[src/rtl/union_find.sv]
// Disjoint-set engine: one parent pointer per element, FIND and UNION walked one pointer step per cycle.
// UNION links the larger root under the smaller one, so every chain strictly decreases and walks terminate.
//
// state    | meaning
// ---------+----------------------------------------------------------
// S_IDLE   | waiting for a new (op, node1, node2) that differs from the last one
// S_WALK1  | following node1's chain to its root
// S_WALK2  | following node2's chain to its root (UNION only)
// S_LINK   | pointing the larger root at the smaller one
// S_FINISH | publishing result and raising done
module union_find #(
    parameter int N          = 8,
    parameter int ADDR_WIDTH = 3
) (
    input  logic                  clk,
    input  logic                  reset,
    input  logic [1:0]            op,
    input  logic [ADDR_WIDTH-1:0] node1,
    input  logic [ADDR_WIDTH-1:0] node2,
    output logic [ADDR_WIDTH-1:0] result,
    output logic                  done
);

    localparam logic [1:0] OP_UNION = 2'b01;
    localparam logic [1:0] OP_FIND  = 2'b10;

    typedef enum logic [2:0] {
        S_IDLE,
        S_WALK1,
        S_WALK2,
        S_LINK,
        S_FINISH
    } state_t;

    state_t state, state_nxt;

    logic [ADDR_WIDTH-1:0]     parent [N];
    logic [1:0]                op_q;
    logic [ADDR_WIDTH-1:0]     n2_q;
    logic [ADDR_WIDTH-1:0]     cur;
    logic [ADDR_WIDTH-1:0]     root1;
    logic [ADDR_WIDTH-1:0]     res;
    logic [2+2*ADDR_WIDTH-1:0] last_cmd;
    logic                      last_valid;

    logic                  launch;
    logic                  in_range;
    logic                  cur_is_root;
    logic [ADDR_WIDTH-1:0] parent_cur;
    logic [ADDR_WIDTH-1:0] link_lo;
    logic [ADDR_WIDTH-1:0] link_hi;

    function automatic logic valid_node(input logic [ADDR_WIDTH-1:0] n);
        return int'(n) < N;
    endfunction

    assign launch = (state == S_IDLE) && ((op == OP_UNION) || (op == OP_FIND)) &&
                    (!last_valid || ({op, node1, node2} != last_cmd));
    assign in_range    = valid_node(node1) && ((op == OP_FIND) || valid_node(node2));
    assign parent_cur  = parent[cur];
    assign cur_is_root = (parent_cur == cur);
    // In LINK, cur still holds root2 from the end of WALK2.
    assign link_lo     = (root1 < cur) ? root1 : cur;
    assign link_hi     = (root1 < cur) ? cur : root1;

    always_ff @(posedge clk) begin
        if (!reset) state <= S_IDLE;
        else        state <= state_nxt;
    end

    always_comb begin
        state_nxt = state;
        case (state)
            S_IDLE:   if (launch) state_nxt = in_range ? S_WALK1 : S_FINISH;
            S_WALK1:  if (cur_is_root) state_nxt = (op_q == OP_FIND) ? S_FINISH : S_WALK2;
            S_WALK2:  if (cur_is_root) state_nxt = S_LINK;
            S_LINK:   state_nxt = S_FINISH;
            S_FINISH: state_nxt = S_IDLE;
            default:  state_nxt = S_IDLE;
        endcase
    end

    always_ff @(posedge clk) begin
        if (!reset) begin
            for (int i = 0; i < N; i++) parent[i] <= ADDR_WIDTH'(i);
            op_q       <= '0;
            n2_q       <= '0;
            cur        <= '0;
            root1      <= '0;
            res        <= '0;
            last_cmd   <= '0;
            last_valid <= 1'b0;
            result     <= '0;
            done       <= 1'b0;
        end else begin
            case (state)
                S_IDLE: begin
                    if (launch) begin
                        op_q       <= op;
                        n2_q       <= node2;
                        last_cmd   <= {op, node1, node2};
                        last_valid <= 1'b1;
                        done       <= 1'b0;
                        cur        <= node1;
                        // Out-of-range commands jump to FINISH and report node1.
                        res        <= node1;
                    end
                end
                S_WALK1: begin
                    if (cur_is_root) begin
                        root1 <= cur;
                        res   <= cur;
                        if (op_q == OP_UNION) cur <= n2_q;
                    end else begin
                        cur <= parent_cur;
                    end
                end
                S_WALK2: begin
                    if (!cur_is_root) cur <= parent_cur;
                end
                S_LINK: begin
                    if (root1 != cur) parent[link_hi] <= link_lo;
                    res <= link_lo;
                end
                S_FINISH: begin
                    result <= res;
                    done   <= 1'b1;
                end
                default: ;
            endcase
        end
    end

endmodule

[config.mk]
export PLATFORM = sky130hd
export DESIGN_NAME = union_find
export DESIGN_NICKNAME = d
export VERILOG_FILES = /design/src/rtl/union_find.sv
export SDC_FILE = /design/constraint.sdc
export NUM_CORES = 1
export LEC_CHECK = 0
export ABC_AREA = 1
export CORE_AREA = 10 10 109 111
export DETAILED_ROUTE_END_ITERATION = 12
export DIE_AREA = 0 0 119 121
export PLACE_DENSITY = 0.5
export SLEW_MARGIN = 10
export SYNTH_ARGS = -nofsm -noshare
export SYNTH_HDL_FRONTEND = slang
export SYNTH_SLANG_ARGS = --single-unit
[constraint.sdc]
create_clock -name clk -period 1.9 [get_ports clk]
set_input_delay 0.19 -clock clk [delete_from_list [all_inputs] [get_ports clk]]
set_output_delay 0.19 -clock clk [all_outputs]
set_load 0.05 [all_outputs]
==> results.yml <==
route:
  drt_iter0_markers: 93
  via_per_inst: 4.47
  remaining_drc_errors: 0
  drtAntennaViolNets: 0
  wl_mm: 6.97
  via_count: 2554
  avgRoutedWirePerCell_um: 12.2
  dr.pass1.iters: 4
timing:
  fmax_mhz: 503
  setup_viol: 18
  tightest_slew_ps: 505
  grt_setup_unrepaired: "true"
  timing.final.hold_violations: 0
  whs_ps: 453
  fin_ws_ps: -89.4
  slew_headroom_pct: 66.2
  fin_crit_sh_pct: 105
  clock_skew_ps: 17.3
  drv_slew: 0
  min_period_ps: 1990
layout:
  area_growth_syn_to_layout_pct: 36.1
  finalNonFillerCells: 571
  regArea_um2: 1290
  n_fill_cell: 1032
  drive_above_1_share_pct: 33.8
  multi_input_area_um2: 1490
  nNetsFinal: 452
  diodes: 0
critical_path:
  r2r_start: "cur[2]"
  r2r_slack_ps: -90
  critical_path.startpoint_type: "flip-flop"
  path_class: "flip-flop to flip-flop"
  ff2ff_path_depth: 12
  cp.required_ps: 1940
  crit_fanout: 5
  path_cells: "inv_4 -> ha_4 -> inv_4 -> nand2_4 -> o21ai_4 -> nand2_2 -> o21ai_2 -> nand4_1 -> buf_6 -> nor2_4 -> inv_2 -> nand2_4"
  crit_path_end_kind: "flip-flop"
  startpoint: "cur[2]"
  reg2reg_to: "parent[5][1]"
  slowest_delay_ps: 360
  cp_slowest_cell: "dfxtp_2"
  critPathArrivalTime_ps: 2030
  crit_end: "parent[5][1]"
clock_network:
  clk_latency_ps: 320
  tritoncts: "built"
  cts-htree-levels: 2
  cts_buffers: 5
  cts.clk_slew.worst_paths_ps: 110
  clock_path_buffers: 2
  clkSinkCount: 52
  clockRootBuffer: "clkbuf_8"
status:
  status: "finished, violations left"
  violations: "setup timing"
synth:
  synth_area_leaders: "edfxtp_1 26%, dfxtp_1 20%, nand2_1 12%"
  syn_area_um2: 2820
  synth_top_area_share_pct: 25.5
  synth-seq-cells: 52
  postSynthCellCount: 374
  avgSynthCellArea_um2: 7.55
  synth_fp_nets: 389
  ys_seq_area_share_pct: 45.4
  yosysTopAreaCell: "edfxtp_1"
  ys_warn_count: 0
  yosysUniqueCellTypes: 33
floorplan:
  rows: 36
  design.die.area_um2: 14400
  die_w_um: 119
  die-height_um: 121
  num_io_pins: 14
  core_area_um2: 9640
  start_util_pct: 29.3
placement:
  dp.cells: 555
  dp_slack_ps: -123
  hpwlAfterDp_mm: 5.34
  numPortBuffers: 13
  gp_congestion: 0.792
power_and_ir_drop:
  p_leak_nw: 1.63
  p_comb_share_pct: 55.0
  sw_frac_of_total_pct: 44.1
  seqPwrFrac_pct: 29.4
  power_density_nw_per_um2: 1320
  ir_drop_mv: 0.472
  internal_power_mw: 2.83
  switchingPower_mw: 2.23
  clkPwrFrac_pct: 15.6
global_routing:
  grt_pass1_wl_mm: 11.5
  grt_antenna_before_repair: 0
  grt.overflow.total: 0
  grt_usage_pct: 9.64
  grt_max_degree: 23
  first_global_vias: 2439
hold_path:
  min_path_type: "input pin to flip-flop"
flow_run:
  max_cap_viol_count: 0
## cells in the final DEF (no fill, tap or decap), types with 3 or more instances in the layout
cell type / instances
dfxtp_2: 5
nor2_2: 11
nand2_4: 7
inv_2: 16
o21ai_0: 15
nor2_1: 25
dfxtp_1: 23
buf_6: 8
buf_4: 40
nand4_1: 5
nor2_4: 10
inv_4: 3
edfxtp_1: 24
nand3_1: 17
a21oi_1: 22
inv_1: 46
clkdlybuf4s50_1: 13
o21ai_2: 7
nand3_2: 7
clkbuf_8: 5
nand2_2: 17
ha_1: 3
nand2_1: 78
o21ai_1: 8
## state kept, by name (all words and copies together) (netlist names), named ones only
register	flops
op_q	2
root1	3
res	3
result	3
cur	3
last_cmd	4
done	1
parent	24
n2_q	2
state	3
last_valid	1
## routing by layer
| metal | part of all wire [%] | vias up | GRT usage (%) |
|---|---|---|---|
| met5 | 0 | - | 0 |
| met4 | 1.5 | 0 | 3.51 |
| met3 | 3.0 | 10 | 1.95 |
| met2 | 51 | 45 | 17.2 |
| met1 | 45 | 1177 | 11.2 |
| li1 | - | 1322 | - |
## cells in the mapped netlist (all sizes together)
master / number
edfxtp: 24
nand3: 25
or2: 1
dfxtp: 28
nand2: 102
ha: 5
nand4: 5
a21oi: 24
o2111ai: 1
o31ai: 2
inv: 65
nor3: 1
buf: 5
xor2: 2
xnor2: 1
nor2: 46
clkbuf: 1
o21ai: 32
o211ai: 2
a22oi: 2
## through the flow
stage / util (%) / setup TNS, ps / total power [mW] / cell area (um2)
floorplan: - / -34.6 / 3.10 / 2890
global placement: 35.9 / -2160 / 3.96 / 3460
detailed placement: 35.9 / -2720 / 3.97 / 3460
CTS: 38.0 / -1270 / 4.84 / 3660
global route: 39.9 / -5410 / 5.43 / 3840
finish: 39.9 / -1100 / 5.06 / 3840
## what timing repair did
item | in CTS | in global routing
endpoints found under the setup margin | 41 | 57
gates resized for setup | 17 | 54
setup buffers | 5 | 3
hold buffers | 0 | 0
pin swaps | 7 | 13
## logic make-up after synthesis
group | Yosys count | share of synthesized area [%]
xor+xnor | 3 | 0.931
compound gates | 63 | 12.5
buf+inv | 71 | 9.97
fa+ha+maj | 5 | 2.22
simple gates | 180 | 29.0
flops | 52 | 45.4
## worst max-delay path: cells and delay by family (launching register included)
family / cells / cell delay [ps]
fa+ha+maj: 1 / 240
flops: 1 / 360
simple gates: 5 / 460
compound gates: 2 / 290
buf+inv: 4 / 380
## area by class of cell
| cell class | count | area share, % |
|---|---|---|
| Sequential cell | 52 | 33.5 |
| Clock buffer | 5 | 1.79 |
| Tap cell | 133 | 4.33 |
| Clock inverter | 3 | 1.11 |
| Timing Repair Buffer | 62 | 14.1 |
| Multi-Input combinational cell | 251 | 38.7 |
| Inverter | 65 | 6.55 |
## power groups by stage
stage	combinational, mW	sequential, mW	clock, mW
after global routing	3.08	1.51	0.842
after global placement	2.46	1.50	0
after detailed placement	2.47	1.50	0
after CTS	2.55	1.48	0.809
after floorplan	1.59	1.51	0
final	2.78	1.49	0.791
## how the worst min path moves through the flow
stage                    to  cells past startpoint      from  slack, ps
finish              n2_q[0]                      3  node2[0]        450
global route           done                      2      done        490
CTS                 n2_q[0]                      3  node2[0]        460
detailed placement   res[2]                      2    res[2]        450
global placement       done                      2      done        450
floorplan           op_q[0]                      2     op[0]        330
(Power assumes the default switching activity.)
==> variant 1, RTL diff (same settings) <==
The parameter `N` goes from 8 to 16.
--- a/src/rtl/union_find.sv
+++ b/src/rtl/union_find.sv
@@ -11,3 +11,3 @@
 module union_find #(
-    parameter int N          = 8,
+    parameter int N          = 16,
     parameter int ADDR_WIDTH = 3
Function: no difference found for any inputs over 10 cycles, from zero or initial values and one cycle with reset low; that may be too few to reach the edited logic, so the function may still have changed.
==> variant 1 against the unedited design <==
The flow still finishes with violations (negative setup slack); worst setup slack improved by 0.041 ns; utilization fell by 0.48 points; power fell by 2.3%; via count fell by 0.67%; design area fell by 1.2%; wire length rose by 2.3%; area after synthesis rose by 0.98%; fmax rose by 2.1%; sequential cell count did not move; critical path type unchanged; critical endpoint is now parent[3][0]; largest power group unchanged; highest routed layer unchanged.
==> variant 1: results <==
export IMPL_status="finished with violations"
export IMPL_violations="negative setup slack"
export IMPL_grtUsageMet3_pct=1.49
export IMPL_ys_flop_type="dfxtp_1"
export IMPL_gr_usage_all_layers_pct=10.0
export IMPL_grt_pass1_wl_mm=11.9
export IMPL_leakage_nw=1.65
export IMPL_synthArstFlopShare_pct=0
export IMPL_yosysSeqAreaShare_pct=45.0
export IMPL_antenna_found_initial=0
export IMPL_finalWorstSetupSlack_ns=-0.0479
export IMPL_antenna_cells=0
export IMPL_clk_pin_slew_ns=0.09
export IMPL_fin_nets=457
export IMPL_dp_slack_ns=-0.128
export IMPL_synth_commonest_cells="nand2_1 (92), inv_1 (64), nor2_1 (49), dfxtp_1 (28), o21ai_0 (25)"
export IMPL_finalClockSkew_ns=0.00480
export IMPL_cts_root_buf="clkbuf_8"
export IMPL_dp_hpwl_mm=5.62
export IMPL_hold_path_class="reg2reg"
export IMPL_setup_viol=21
export IMPL_use_met2_pct=16.6
export IMPL_cpPeakStageDelay_ns=0.37
export IMPL_dpl_cell_area_mm2=0.00355
export IMPL_synth_edf_count=24
export IMPL_routed_via_count=2537
export IMPL_met1_usage_pct=13.2
export IMPL_arrival_ns=1.98
export IMPL_h_tree_depth=2
export IMPL_hold_violations=0
export IMPL_layout_drive_gt1_share_pct=29.3
export IMPL_post_synth_main_area_contributors="edfxtp_1 (25%), dfxtp_1 (20%), nand2_1 (12%)"
export IMPL_grt_max_degree=21
export IMPL_wl_per_cell_um=12.4
export IMPL_reg_top3="parent: 24 flops, last_cmd: 4 flops"
export IMPL_first_iter_violations=163
export IMPL_place_gp_congestion=0.831
export IMPL_fin_util_pct=39.4
export IMPL_critical_path_slowest_cell="dfxtp_4"
export IMPL_port_buffers=13
export IMPL_synth_nets=394
export IMPL_yosys_warnings=0
export IMPL_finalSetupTns_ns=-0.536
export IMPL_cp_max_fo=5
export IMPL_peakVddDrop_v=0.000536
export IMPL_drt_pass1_iterations=4
export IMPL_cts_buffer_depth=2
export IMPL_cts_buffers=5
export IMPL_num_fill_cells=1024
export IMPL_insertion_delay_ns=0.30
export IMPL_ys_types=33
export IMPL_slew_headroom_pct=66.3
==> variant 1: cell types whose count changed in the layout (fill, tap and decap cells not counted), moves of 4 or more <==
cell and delta:
inv_1 +4, nor2_1 +12, nor2_4 -6, o21ai_1 -4
==> variant 1: area by class of cell <==
type / instances / area share [%]
Inverter: 66 / 6.72
Tap cell: 133 / 4.38
Sequential cell: 52 / 33.9
Timing Repair Buffer: 62 / 14.6
Multi-Input combinational cell: 255 / 37.7
Clock buffer: 8 / 2.67
==> variant 1: kinds of logic after synthesis <==
logic type,Yosys count,synth area share [%]
flip-flops,52,45.0
buffers and inverters,72,10.0
AND/OR/NAND/NOR,190,31.0
adder cells (fa/ha/maj),5,2.19
XOR/XNOR,3,0.922
AO/OA/AOI/OAI,57,10.9
==> variant 1: through the flow <==
step                power [mW]  hold WS (ns)  std cells
finish                    4.95         0.466        576
global route              5.33         0.504        576
CTS                       4.84         0.472        571
detailed placement        4.11         0.458        563
global placement          4.12         0.454        563
floorplan                 3.09         0.352        379
==> variant 1: final timing paths <==
kind                            startpoint           end  slack (ns)  depth (start not counted)
worst max-delay path                cur[2]  parent[3][0]       -0.05                         12
worst min-delay path                res[1]     result[1]        0.47                          2
worst max register to register      cur[2]  parent[3][0]       -0.05                         12
worst min register to register      res[1]     result[1]        0.47                          2
==> variant 1: metal layers <==
layer | vias to the layer above | share of wire (%)
li1 | 1333 | -
met1 | 1178 | 49
met2 | 21 | 48
met3 | 5 | 2.2
met4 | 0 | 0.95
met5 | - | 0
==> variant 1: worst max-delay path: cells and delay by family (launching register included) <==
kind | cells | cell delay (ns)
flip-flops | 1 | 0.37
AO/OA/AOI/OAI | 3 | 0.45
AND/OR/NAND/NOR | 3 | 0.33
adder cells (fa/ha/maj) | 1 | 0.26
buffers and inverters | 5 | 0.26
==> variant 1: what timing repair did <==
| action | 4_1_cts | 5_1_grt |
|---|---|---|
| setup buffers | 0 | 5 |
| gates resized for setup | 4 | 42 |
| endpoints found under the hold margin | 0 | 0 |
| cloned | 0 | 0 |
| setup endpoints to repair | 31 | 66 |
| pin swaps | 5 | 14 |
==> variant 1: where the power goes <==
group	leakage, nW	total, mW	switching (mW)	internal, mW
Combinational	1.16	2.76	1.59	1.17
Clock	0.0506	0.706	0.364	0.342
Sequential	0.437	1.48	0.130	1.35
Total	1.65	4.95	2.09	2.86
==> variant 2, RTL diff (config.mk and constraints unchanged) <==
Without the edit above. Reset style: asynchronous (`reset`), changed in 2 clocked blocks.
--- a/src/rtl/union_find.sv
+++ b/src/rtl/union_find.sv
@@ -65,3 +65,3 @@
 
-    always_ff @(posedge clk) begin
+    always_ff @(posedge clk or negedge reset) begin
         if (!reset) state <= S_IDLE;
@@ -82,3 +82,3 @@
 
-    always_ff @(posedge clk) begin
+    always_ff @(posedge clk or negedge reset) begin
         if (!reset) begin
Check against the original RTL: differs if reset is asserted again (counterexample within 4 cycles, from zero or initial values and one cycle with reset low); with reset held inactive, the same outputs for 10 cycles.
==> variant 2 against the unedited design <==
Power increased by 26%; largest power group unchanged; wire length decreased by 5.8%; synthesized cell count decreased by 2.7%; design area decreased by 10%; sequential cell count decreased by 3; critical endpoint is now parent[11]; area after synthesis increased by 1.8%; worst setup slack improved by 0.12 ns; sequential share of layout area increased by 2.4 points.
==> variant 2: results <==
export IMPL_fin_nets=414
export IMPL_grt_max_degree=28
export IMPL_finalClockSkew_ns=0.0127
export IMPL_ys_flop_type="dfrtp_1"
export IMPL_wirelength_mm=6.57
export IMPL_arrival_ns=2.12
export IMPL_reg2reg_from="cur[2]"
export IMPL_fin_hold_ws_ns=0.400
export IMPL_place_gp_congestion=0.830
export IMPL_r2r_setup_slack_ns=0.03
export IMPL_reg2reg_to="parent[11]"
export IMPL_via_per_inst=4.30
export IMPL_synthCells=364
export IMPL_yosysSeqAreaShare_pct=43.2
export IMPL_cp_max_fo=6
export IMPL_gr_usage_all_layers_pct=9.63
export IMPL_post_synth_main_area_contributors="dfrtp_1 (32%), nand2_1 (14%), dfstp_2 (11%)"
export IMPL_dpl_cell_area_mm2=0.00329
export IMPL_cpPeakStageDelay_ns=0.43
export IMPL_critical_path_slowest_cell="dfrtp_1"
export IMPL_worstMarginPinSlew_ns=0.568
export IMPL_peakVddDrop_v=0.000554
export IMPL_status="finished clean"
export IMPL_grt_pass1_wl_mm=11.3
export IMPL_routed_via_count=2292
export IMPL_cp_top_family="compound AO/OA/AOI/OAI gates"
export IMPL_leakage_nw=1.61
export IMPL_ys_types=36
==> variant 2: worst reg2reg max path: cells and delay by family, from the launching register on <==
| family | cells | cell delay [ns] |
|---|---|---|
| and+or+nand+nor | 3 | 0.32 |
| buffers and inverters | 4 | 0.26 |
| AOI/OAI and AO/OA | 4 | 0.54 |
| DFF | 1 | 0.43 |
| adders and majority gates | 1 | 0.27 |
==> variant 2: cells by family after synthesis <==
| kind of cell | after synthesis | synth area share, % |
|---|---|---|
| simple gates | 184 | 30.8 |
| flops | 49 | 43.2 |
| xor+xnor | 3 | 0.914 |
| fa+ha+maj | 5 | 2.18 |
| buf+inv | 63 | 9.84 |
| mux | 3 | 1.18 |
| compound gates | 57 | 11.9 |
==> variant 2: timing repair <==
item	CTS	global route
hold buffers	1	0
endpoints found under the setup margin	3	34
endpoints found under the hold margin	12	0
gates resized for setup	1	9
pin swaps	0	4
==> variant 2: metrics by stage <==
step | utilization [%] | worst slack [ns]
finish | 35.9 | 0.0269
global route | 35.9 | -0.135
CTS | 35.6 | 0.00394
detailed placement | 34.2 | -0.0127
global placement | 34.2 | 0.0219
floorplan | - | 0.000907
==> variant 2: worst max-delay path by stage <==
stage / endpoint / depth (start not counted) / start / slack, ns
floorplan: parent[11] / 12 / cur[1] / 0.0009
global placement: cur[2] / 14 / cur[0] / 0.02
detailed placement: parent[7] / 12 / root1[2] / -0.01
CTS: parent[1] / 12 / cur[2] / 0.004
global route: parent[23] / 13 / cur[2] / -0.14
finish: parent[11] / 12 / cur[2] / 0.03
==> variant 2: area by class of cell <==
| cell class | instances | area [um^2] |
|---|---|---|
| fill | 1054 | 6180 |
| multi-input combinational | 252 | 1400 |
| sequential | 49 | 1240 |
| timing repair buffer | 34 | 305 |
| inverter | 57 | 226 |
| tap | 133 | 166 |
| clock buffer | 6 | 82.6 |
| clock inverter | 2 | 37.5 |
==> variant 2: power breakdown <==
| group | internal [mW] | total [mW] | switching (mW) |
|---|---|---|---|
| clock | 0.428 | 0.797 | 0.368 |
| sequential | 1.55 | 1.82 | 0.270 |
| combinational | 1.36 | 3.75 | 2.39 |
| total | 3.34 | 6.37 | 3.03 |
==> variant 2: per-layer routing <==
metal | GRT usage, % | up-vias | wire length [um]
met5 | 0 | - | 0
met4 | 3.51 | 0 | 116
met3 | 2.00 | 8 | 169
met2 | 16.1 | 26 | 3160
met1 | 12.0 | 1048 | 3120
li1 | - | 1210 | -
